==> config.mk <==
export PLATFORM = sky130hd
export DESIGN_NAME = rhythm_scoreboard
export DESIGN_NICKNAME = d
export VERILOG_FILES = /design/src/rtl/rhythm_scoreboard.sv
export SDC_FILE = /design/constraint.sdc
export NUM_CORES = 1
export LEC_CHECK = 0
export CORE_UTILIZATION = 56
export DETAILED_ROUTE_END_ITERATION = 12
export GPL_TIMING_DRIVEN = 0
export HOLD_SLACK_MARGIN = 0.08
export PLACE_DENSITY = 0.81
export SLEW_MARGIN = 15
export SYNTH_ARGS = -nofsm -noshare
export SYNTH_HDL_FRONTEND = slang
export SYNTH_SLANG_ARGS = --single-unit
==> constraint.sdc <==
create_clock -name clock -period 7.37 [get_ports clock]
set_clock_uncertainty 0.05 [all_clocks]
set_input_delay 0.737 -clock clock [delete_from_list [all_inputs] [get_ports clock]]
set_output_delay 0.737 -clock clock [all_outputs]
set_load 0.005 [all_outputs]
==> src/rtl/rhythm_scoreboard.sv <==
// Multi-player rhythm-game judge: times each chord press against a window and
// keeps per-player score, combo, multiplier and last result, all registered.
module rhythm_scoreboard #(
  parameter int NUM_PLAYERS    = 2,
  parameter int LANES          = 4,
  parameter int TIMER_W        = 20,
  parameter int SCORE_W        = 14,
  parameter int SCORE_MAX      = 9999,
  parameter int PERFECT_WINDOW = 125000,
  parameter int GOOD_WINDOW    = 250000,
  parameter int TOTAL_WINDOW   = 500000,
  parameter int PERFECT_POINTS = 10,
  parameter int GOOD_POINTS    = 5,
  parameter int PENALTY_POINTS = 5,
  parameter int COMBO_W        = 8,
  parameter int COMBO_STEP     = 10,
  parameter int MAX_MULT       = 4
) (
  input  logic                             clock,
  input  logic                             reset,
  input  logic                             game_active,
  input  logic                             pattern_new,
  input  logic                             pattern_valid,
  input  logic [TIMER_W-1:0]               pattern_timer,
  input  logic [NUM_PLAYERS*LANES-1:0]     player_in,
  input  logic [NUM_PLAYERS*LANES-1:0]     pattern,
  output logic [NUM_PLAYERS*SCORE_W-1:0]   score,
  output logic [NUM_PLAYERS*2-1:0]         last_hit,
  output logic [NUM_PLAYERS*COMBO_W-1:0]   combo,
  output logic [NUM_PLAYERS-1:0]           hit_pulse
);

  localparam int ARITH_W = SCORE_W + 3;
  localparam int MULT_W  = $clog2(MAX_MULT + 1);
  localparam int STEP_W  = $clog2(COMBO_STEP + 1);

  localparam logic [TIMER_W-1:0] PERFECT_T = TIMER_W'(PERFECT_WINDOW);
  localparam logic [TIMER_W-1:0] GOOD_T    = TIMER_W'(GOOD_WINDOW);
  localparam logic [TIMER_W-1:0] TOTAL_T   = TIMER_W'(TOTAL_WINDOW);

  localparam logic [ARITH_W-1:0] SCORE_MAX_A = ARITH_W'(SCORE_MAX);
  localparam logic [ARITH_W-1:0] PERFECT_A   = ARITH_W'(PERFECT_POINTS);
  localparam logic [ARITH_W-1:0] GOOD_A      = ARITH_W'(GOOD_POINTS);
  localparam logic [ARITH_W-1:0] PENALTY_A   = ARITH_W'(PENALTY_POINTS);

  localparam logic [MULT_W-1:0]  MULT_ONE  = MULT_W'(1);
  localparam logic [MULT_W-1:0]  MULT_CAP  = MULT_W'(MAX_MULT);
  localparam logic [STEP_W-1:0]  STEP_LAST = STEP_W'(COMBO_STEP - 1);

  typedef enum logic [1:0] {
    ST_IDLE  = 2'd0,
    ST_ARMED = 2'd1,
    ST_DONE  = 2'd2
  } state_t;

  for (genvar gi = 0; gi < NUM_PLAYERS; gi++) begin : g_player
    state_t               state_q, state_d;
    logic [LANES-1:0]     prev_q, prev_d;
    logic [SCORE_W-1:0]   score_q, score_d;
    logic [COMBO_W-1:0]   combo_q, combo_d;
    logic [1:0]           last_q, last_d;
    logic                 pulse_q, pulse_d;
    logic [MULT_W-1:0]    mult_q, mult_d;
    logic [STEP_W-1:0]    step_q, step_d;

    logic [LANES-1:0]     in_w, pat_w;
    logic                 press, judge;
    logic                 hit, miss, wrong;
    logic [ARITH_W-1:0]   base, award, sum, cur;

    assign in_w = player_in[gi*LANES +: LANES];
    assign pat_w = pattern[gi*LANES +: LANES];

    always_comb begin
      state_d = state_q;
      prev_d  = in_w;
      score_d = score_q;
      combo_d = combo_q;
      last_d  = last_q;
      pulse_d = 1'b0;
      mult_d  = mult_q;
      step_d  = step_q;
      hit     = 1'b0;
      miss    = 1'b0;
      wrong   = 1'b0;
      base    = '0;
      press   = (in_w != prev_q) && (in_w != '0);
      judge   = press && pattern_valid;

      // A fresh pattern swallows any coincident press; judging starts next cycle.
      if (!game_active) begin
        state_d = ST_IDLE;
      end else if (pattern_new) begin
        state_d = ST_ARMED;
      end else if (state_q == ST_ARMED) begin
        if (judge && (pattern_timer <= TOTAL_T)) begin
          if (in_w == pat_w) begin
            state_d = ST_DONE;
            if (pattern_timer <= PERFECT_T) begin
              hit    = 1'b1;
              base   = PERFECT_A;
              last_d = 2'b10;
            end else if (pattern_timer <= GOOD_T) begin
              hit    = 1'b1;
              base   = GOOD_A;
              last_d = 2'b01;
            end else begin
              miss = 1'b1;
            end
          end else begin
            wrong = 1'b1;
          end
        end else if (!judge && (pattern_timer > TOTAL_T)) begin
          miss    = 1'b1;
          state_d = ST_DONE;
        end
      end

      cur   = ARITH_W'(score_q);
      award = base * ARITH_W'(mult_q);
      sum   = cur + award;

      if (hit) begin
        pulse_d = 1'b1;
        score_d = (sum > SCORE_MAX_A) ? SCORE_W'(SCORE_MAX_A) : SCORE_W'(sum);
        if (combo_q != '1) begin
          combo_d = combo_q + 1'b1;
        end
        // Multiplier steps on every COMBO_STEP-th consecutive hit, independent of combo saturation.
        if (step_q == STEP_LAST) begin
          step_d = '0;
          if (mult_q != MULT_CAP) begin
            mult_d = mult_q + 1'b1;
          end
        end else begin
          step_d = step_q + 1'b1;
        end
      end else if (miss || wrong) begin
        pulse_d = 1'b1;
        combo_d = '0;
        mult_d  = MULT_ONE;
        step_d  = '0;
        if (wrong) begin
          last_d  = 2'b11;
          score_d = (cur < PENALTY_A) ? '0 : SCORE_W'(cur - PENALTY_A);
        end else begin
          last_d = 2'b00;
        end
      end
    end

    always_ff @(posedge clock) begin
      if (reset) begin
        state_q <= ST_IDLE;
        prev_q  <= '0;
        score_q <= '0;
        combo_q <= '0;
        last_q  <= 2'b00;
        pulse_q <= 1'b0;
        mult_q  <= MULT_ONE;
        step_q  <= '0;
      end else begin
        state_q <= state_d;
        prev_q  <= prev_d;
        score_q <= score_d;
        combo_q <= combo_d;
        last_q  <= last_d;
        pulse_q <= pulse_d;
        mult_q  <= mult_d;
        step_q  <= step_d;
      end
    end

    assign score[gi*SCORE_W +: SCORE_W]   = score_q;
    assign last_hit[gi*2 +: 2]            = last_q;
    assign combo[gi*COMBO_W +: COMBO_W]   = combo_q;
    assign hit_pulse[gi]                  = pulse_q;
  end

endmodule

# == After elaboration in Yosys (flattened, before gate mapping) ==
# Cells that the tools add are included.
# word_totals
register_bits,76
latchBits,0
mem_bits_rw,0
rom_bits,0
inputBits,41
word_cells,209
memories,0
# op_classes
addsub,10
multipliers,2
n_div,0
magnitude_cmp,8
n_eq_ne,22
shifts,0
muxes,112
bitwise_logic,1
n_reduce_logical,36
# op_table
op,n
$mux W17,11
$mux W14,10
$mux W2,26
$mux W8,6
$mux W1,44
$add A14 B17 Y17,2
$gt A17 B14 Y1 const B,2
$mul A17 B3 Y17,2
$lt A14 B3 Y1 const B,2
$sub A14 B3 Y14 const B,2
$mux W3,9
$mux W4,6
$gt A20 B19 Y1 const B,1
$le A20 B17 Y1 const B,1
$le A20 B18 Y1 const B,1
$le A20 B19 Y1 const B,1
$reduce_and A3 Y1,6
$add A8 B1 Y8 const B,2
$ne A2 B1 Y1 const B,8
$ne A8 B8 Y1 const B,2
$reduce_bool A2 Y1,8
$add A4 B1 Y4 const B,2
$eq A4 B4 Y1,2
$eq A4 B4 Y1 const B,2
14 further kinds,33

# == Logic depth before layout (Yosys ltp) ==
# depth
word_depth,13
depth_mapped,23
depth_no_buf,21

# == Least setup slack after synthesis ==
# Ideal clock, no wire load.
# synth_timing
path_type,input to register
from,input pattern[1]
to,register g_player[0].score_q[2]
arrival_time_ns,5.677
required_time_ns,7.190
slack_ns,1.513
path_stages,21
cell_sequence,xor2_1 -> nor4_2 -> nand3_2 -> or4b_1 -> buf_2 -> nor2_1 -> and2_1 -> inv_1 -> fa_1 -> inv_1 -> fa_1 -> inv_1 -> fa_1 -> nand2b_1 -> a2111o_1 -> a21oi_1 -> xor2_1 -> o2111a_1 -> or2_2 -> nor3_1 -> a21oi_1
# synth_via
elab_chain_len,11
# synth_lines
element,line_no,source
start: declaration,26,"input logic [NUM_PLAYERS*LANES-1:0] pattern,"
$eq A4 B4 Y1 *,97,if (in_w == pat_w) begin
$mux W17,97,
$mux W17,96,if (judge && (pattern_timer <= TOTAL_T)) begin
$mux W17,95,end else if (state_q == ST_ARMED) begin
$mux W17,93,end else if (pattern_new) begin
$mux W17,91,if (!game_active) begin
$mul A17 B3 Y17,120,award = base * ARITH_W'(mult_q);
$add A14 B17 Y17,121,sum = cur + award;
$gt A17 B14 Y1,125,score_d = (sum > SCORE_MAX_A) ? SCORE_W'(SCORE_MAX_A) : SCORE_W'(sum);
$mux W14,125,
$mux W14,123,if (hit) begin
end signal: assignment,165,score_q <= score_d;
end: declaration,59,"logic [SCORE_W-1:0] score_q, score_d;"
# Every way passes the cells marked *; elsewhere a longest branch is shown, timed or not.
# A chain may end at the register's enable or synchronous reset.

# == Worst setup path after layout ==
# layout_timing
from,input pattern_timer[14]
to,register g_player[0].score_q[10]
# layout_via
elab_chain_len,13
# layout_lines
element,line_no,source
start: declaration,24,"input logic [TIMER_W-1:0] pattern_timer,"
$le A20 B18 Y1,103,end else if (pattern_timer <= GOOD_T) begin
$mux W3,103,
$mux W17,99,if (pattern_timer <= PERFECT_T) begin
$mux W17,97,
$mux W17,96,
$mux W17,95,
$mux W17,93,
$mux W17,91,
$mul A17 B3 Y17,120,
$add A14 B17 Y17,121,
$gt A17 B14 Y1,125,
$mux W14,125,
$mux W14,123,
# Parallel ways exist; a longest one is shown, timed or not.

==> flow_summary.yaml <==
status:
  outcome: "finished clean"
logic_synthesis:
  synth_edf_count: 0
  syn_area_mm2: 0.006062
  synth_compound_area_frac: 0.2452
  muxShareOfSynthArea: 0.009082
  synth_xor_area_frac: 0.06068
  seq_area_frac_synth: 0.2510
  ys_ff_latch: 76
  synthAdderAreaFrac: 0.1098
  ys_types: 80
  async_flop_share: 0
  synthesis.instances: 783
  syn_nets: 870
  syn_avg_cell_area_um2: 7.742
  synth_top_flop_cell: "dfxtp_1"
  yosys_warnings: 0
  synth_top_family_by_area: "simple AND/OR/NAND/NOR gates"
  synthSimpleGateAreaFrac: 0.2663
setup_path:
  cp-start-kind: "input pin"
  worst-setup-path-type: "input pin to flip-flop"
  path_max_fanout: 10
  cp.arrival_ns: 7.20
  max_stage_delay_ns: 0.56
  critical-path-top-delay-family: "simple AND/OR/NAND/NOR gates"
  worst-path-buf-inv: 3
  crit_path_cell_trace: "clkdlybuf4s50_1 -> nor4bb_1 -> nand4_1 -> o21ai_1 -> nand2_1 -> nor2_2 -> nand2_1 -> nor2_1 -> inv_1 -> fa_1 -> fa_1 -> inv_1 -> ha_1 -> a211oi_1 -> nor2_1 -> a311oi_1 -> nand3_1 -> o2111a_1 -> or2_2 -> nor3_1 -> a21oi_1"
  critPathSlowestCell: "nor3_1"
  crit_required_ns: 7.55
  crit_path_end_kind: "flip-flop"
timing:
  slew_viol_final: 0
  worstMarginPinSlew_ns: 0.7621
  setup_viol: 0
  slew_headroom: 0.4885
  fin_crit_ns: 7.017
  hold_viol: 0
  whs_ns: 0.4212
  max_freq_mhz: 142.5
  rsz0062_at_grt: "false"
  setup_ws_ns: 0.3527
  post-route-period-util: 0.9521
detailed_routing:
  viasPerCell: 6.230
  highest_layer: "met4"
  drtAntennaViolNets: 0
  wl_per_cell_um: 16.79
  routed-wl-met3_um: 1502
  drt-initial-drc-count: 577
  drcViolationCount: 0
  firstDrtPassIters: 7
  vias: 6380
  wl_met2_um: 7837
  wl_met1_um: 7546
  wirelength_um: 17190
global_route:
  grt_pass1_wl_um: 27830
  grt_pass1_vias: 5902
  track_usage: 0.3071
  grt_antenna_before_repair: 0
  grt_max_degree: 15
  overflow: 0
placed_design:
  io_buffers: 89
  hpwl_um: 13240
  gp_congestion: 0.9384
  place_ws_ns: -0.08811
cells_and_area:
  diodes: 0
  final_common_cell: "nor2_1"
  final_cell_mix: "nor2_1, clkdlybuf4s50_1, dfxtp_1"
  syn_to_final_growth_pct: 21.07
  final_net_count: 970
  drive_above_1_share: 0.05856
  final.fill_count: 851
power:
  ir_worst_vdd_mv: 0.07306
  p_seq_frac: 0.492
  p_int_w: 0.0006196
  power_switching_w: 0.0002247
  powerDensity_mw_per_mm2: 115.0
  clkPwrFrac: 0.410
  comb_power_share: 0.098
  p_leak_nw: 2.710
  p_sw_frac: 0.2661
floorplanning:
  die_area_mm2: 0.01125
  start_util: 0.5820
  die_y_um: 106.0
  design.core.area_mm2: 0.01042
  rows: 37
  io_pins: 91
  die_x_um: 106.0
cts:
  clk_path_buf_depth: 2
  insertion_delay_ns: 0.37
  path_clk_slew_ns: 0.09
  cts_setup_buffers: 0
  cts_tree: "done"
  cts_hold_buf: 0
  clock-sinks: 76
  cts.root.buffer_cell: "clkbuf_8"
  cts_buffers: 9
  cts_resized: 0
  htreeDepth: 3
flow_run:
  maxCapViolations: 0
min_path:
  hold_class: "flip-flop to flip-flop"
## registers in the layout, summed over array words and instances, names as in the netlist
signal and count:
g_player.last_q 4, g_player.combo_q 16, g_player.state_q 4, g_player.pulse_q 2
g_player.mult_q 6, g_player.score_q 28, g_player.prev_q 8, g_player.step_q 8
## through the flow
stage	std cells	instance area, um^2	util	setup TNS [ns]	power [W]
detailed placement	1008	7123	0.6838	-0.3061	0.0005061
floorplan	783	6062	-	0	0.0004639
CTS	1024	7332	0.7039	0	0.0008446
global route	1024	7340	0.7046	0	0.0008709
global placement	1008	7123	0.6838	-0.1279	0.0005032
finish	1024	7340	0.7046	0	0.0008443
## power groups by stage
stage	combinational [W]	clock (W)	sequential, W
global placement	0.0000783	0	0.000425
CTS	0.0000815	0.000348	0.000415
floorplan	0.0000393	0	0.000425
global route	0.0000881	0.000367	0.000416
detailed placement	0.0000811	0	0.000425
finish	0.0000825	0.000347	0.000415
## final timing paths
path | cells after the start | start | end | slack (ns)
max | 21 | pattern_timer[14] | g_player[0].score_q[10] | 0.35
min | 1 | g_player[1].step_q[3] | g_player[1].step_q[3] | 0.42
max reg2reg | 22 | g_player[0].state_q[1] | g_player[0].score_q[10] | 1.18
min reg2reg | 1 | g_player[1].step_q[3] | g_player[1].step_q[3] | 0.42
## area by class of cell
cell class                 instances  area (um^2)  share of cell area
multi-input combinational        619         4197              0.5718
sequential                        76         1521              0.2073
timing repair buffer              89        890.9              0.1214
inverter                          52        195.2             0.02659
tap                              136        170.2             0.02318
buffer                            36        156.4             0.02131
clock buffer                      10        137.6             0.01875
clock inverter                     6        71.32            0.009717
## per-layer routing
metal,global-route usage,vias to the layer above
li1,-,3046
met1,0.4116,2976
met2,0.4981,324
met3,0.04966,34
met4,0.1111,0
met5,0,-
## cells by family (layout without fill, tap and decap cells)
group,count (synthesis),count (layout)
buffers and inverters,88,193
multiplexers,5,5
XOR/XNOR,42,42
flip-flops,76,76
adder cells (fa/ha/maj),46,46
AO/OA/AOI/OAI,220,220
AND/OR/NAND/NOR,306,306
## synthesized netlist by cell type, types with 3 or more instances
cell type,instances,share of area
a21oi_1,55,0.045
or3_1,10,0.010
nor2_1,96,0.059
o22ai_1,5,0.0052
and3_1,9,0.0093
mux2_2,4,0.0074
a2111o_1,3,0.0056
and2_1,4,0.0041
a22o_1,4,0.0058
xor2_1,15,0.022
nor3_1,35,0.029
clkbuf_1,28,0.017
o2111ai_1,3,0.0043
o31a_1,5,0.0072
nand3_1,30,0.025
ha_1,34,0.070
or2_2,6,0.0062
o211ai_1,7,0.0087
and4b_1,3,0.0050
o21bai_1,4,0.0050
a31oi_1,11,0.011
nor2b_1,18,0.019
nand3b_1,10,0.012
xnor2_1,27,0.039
nand2b_1,13,0.013
a22oi_1,3,0.0037
nor4_1,5,0.0052
nand4_1,9,0.0093
fa_1,12,0.040
or4_1,3,0.0037
o21ai_0,49,0.040
o21a_1,6,0.0074
nor3b_1,5,0.0062
o21ai_1,3,0.0025
o41ai_1,4,0.0058
o31ai_1,11,0.014
a211oi_1,7,0.0087
dfxtp_1,76,0.25
nand2_1,31,0.019
a21o_1,10,0.012
o2bb2ai_1,8,0.012
inv_1,51,0.032
Note: power is estimated with default switching activity, not from simulation.
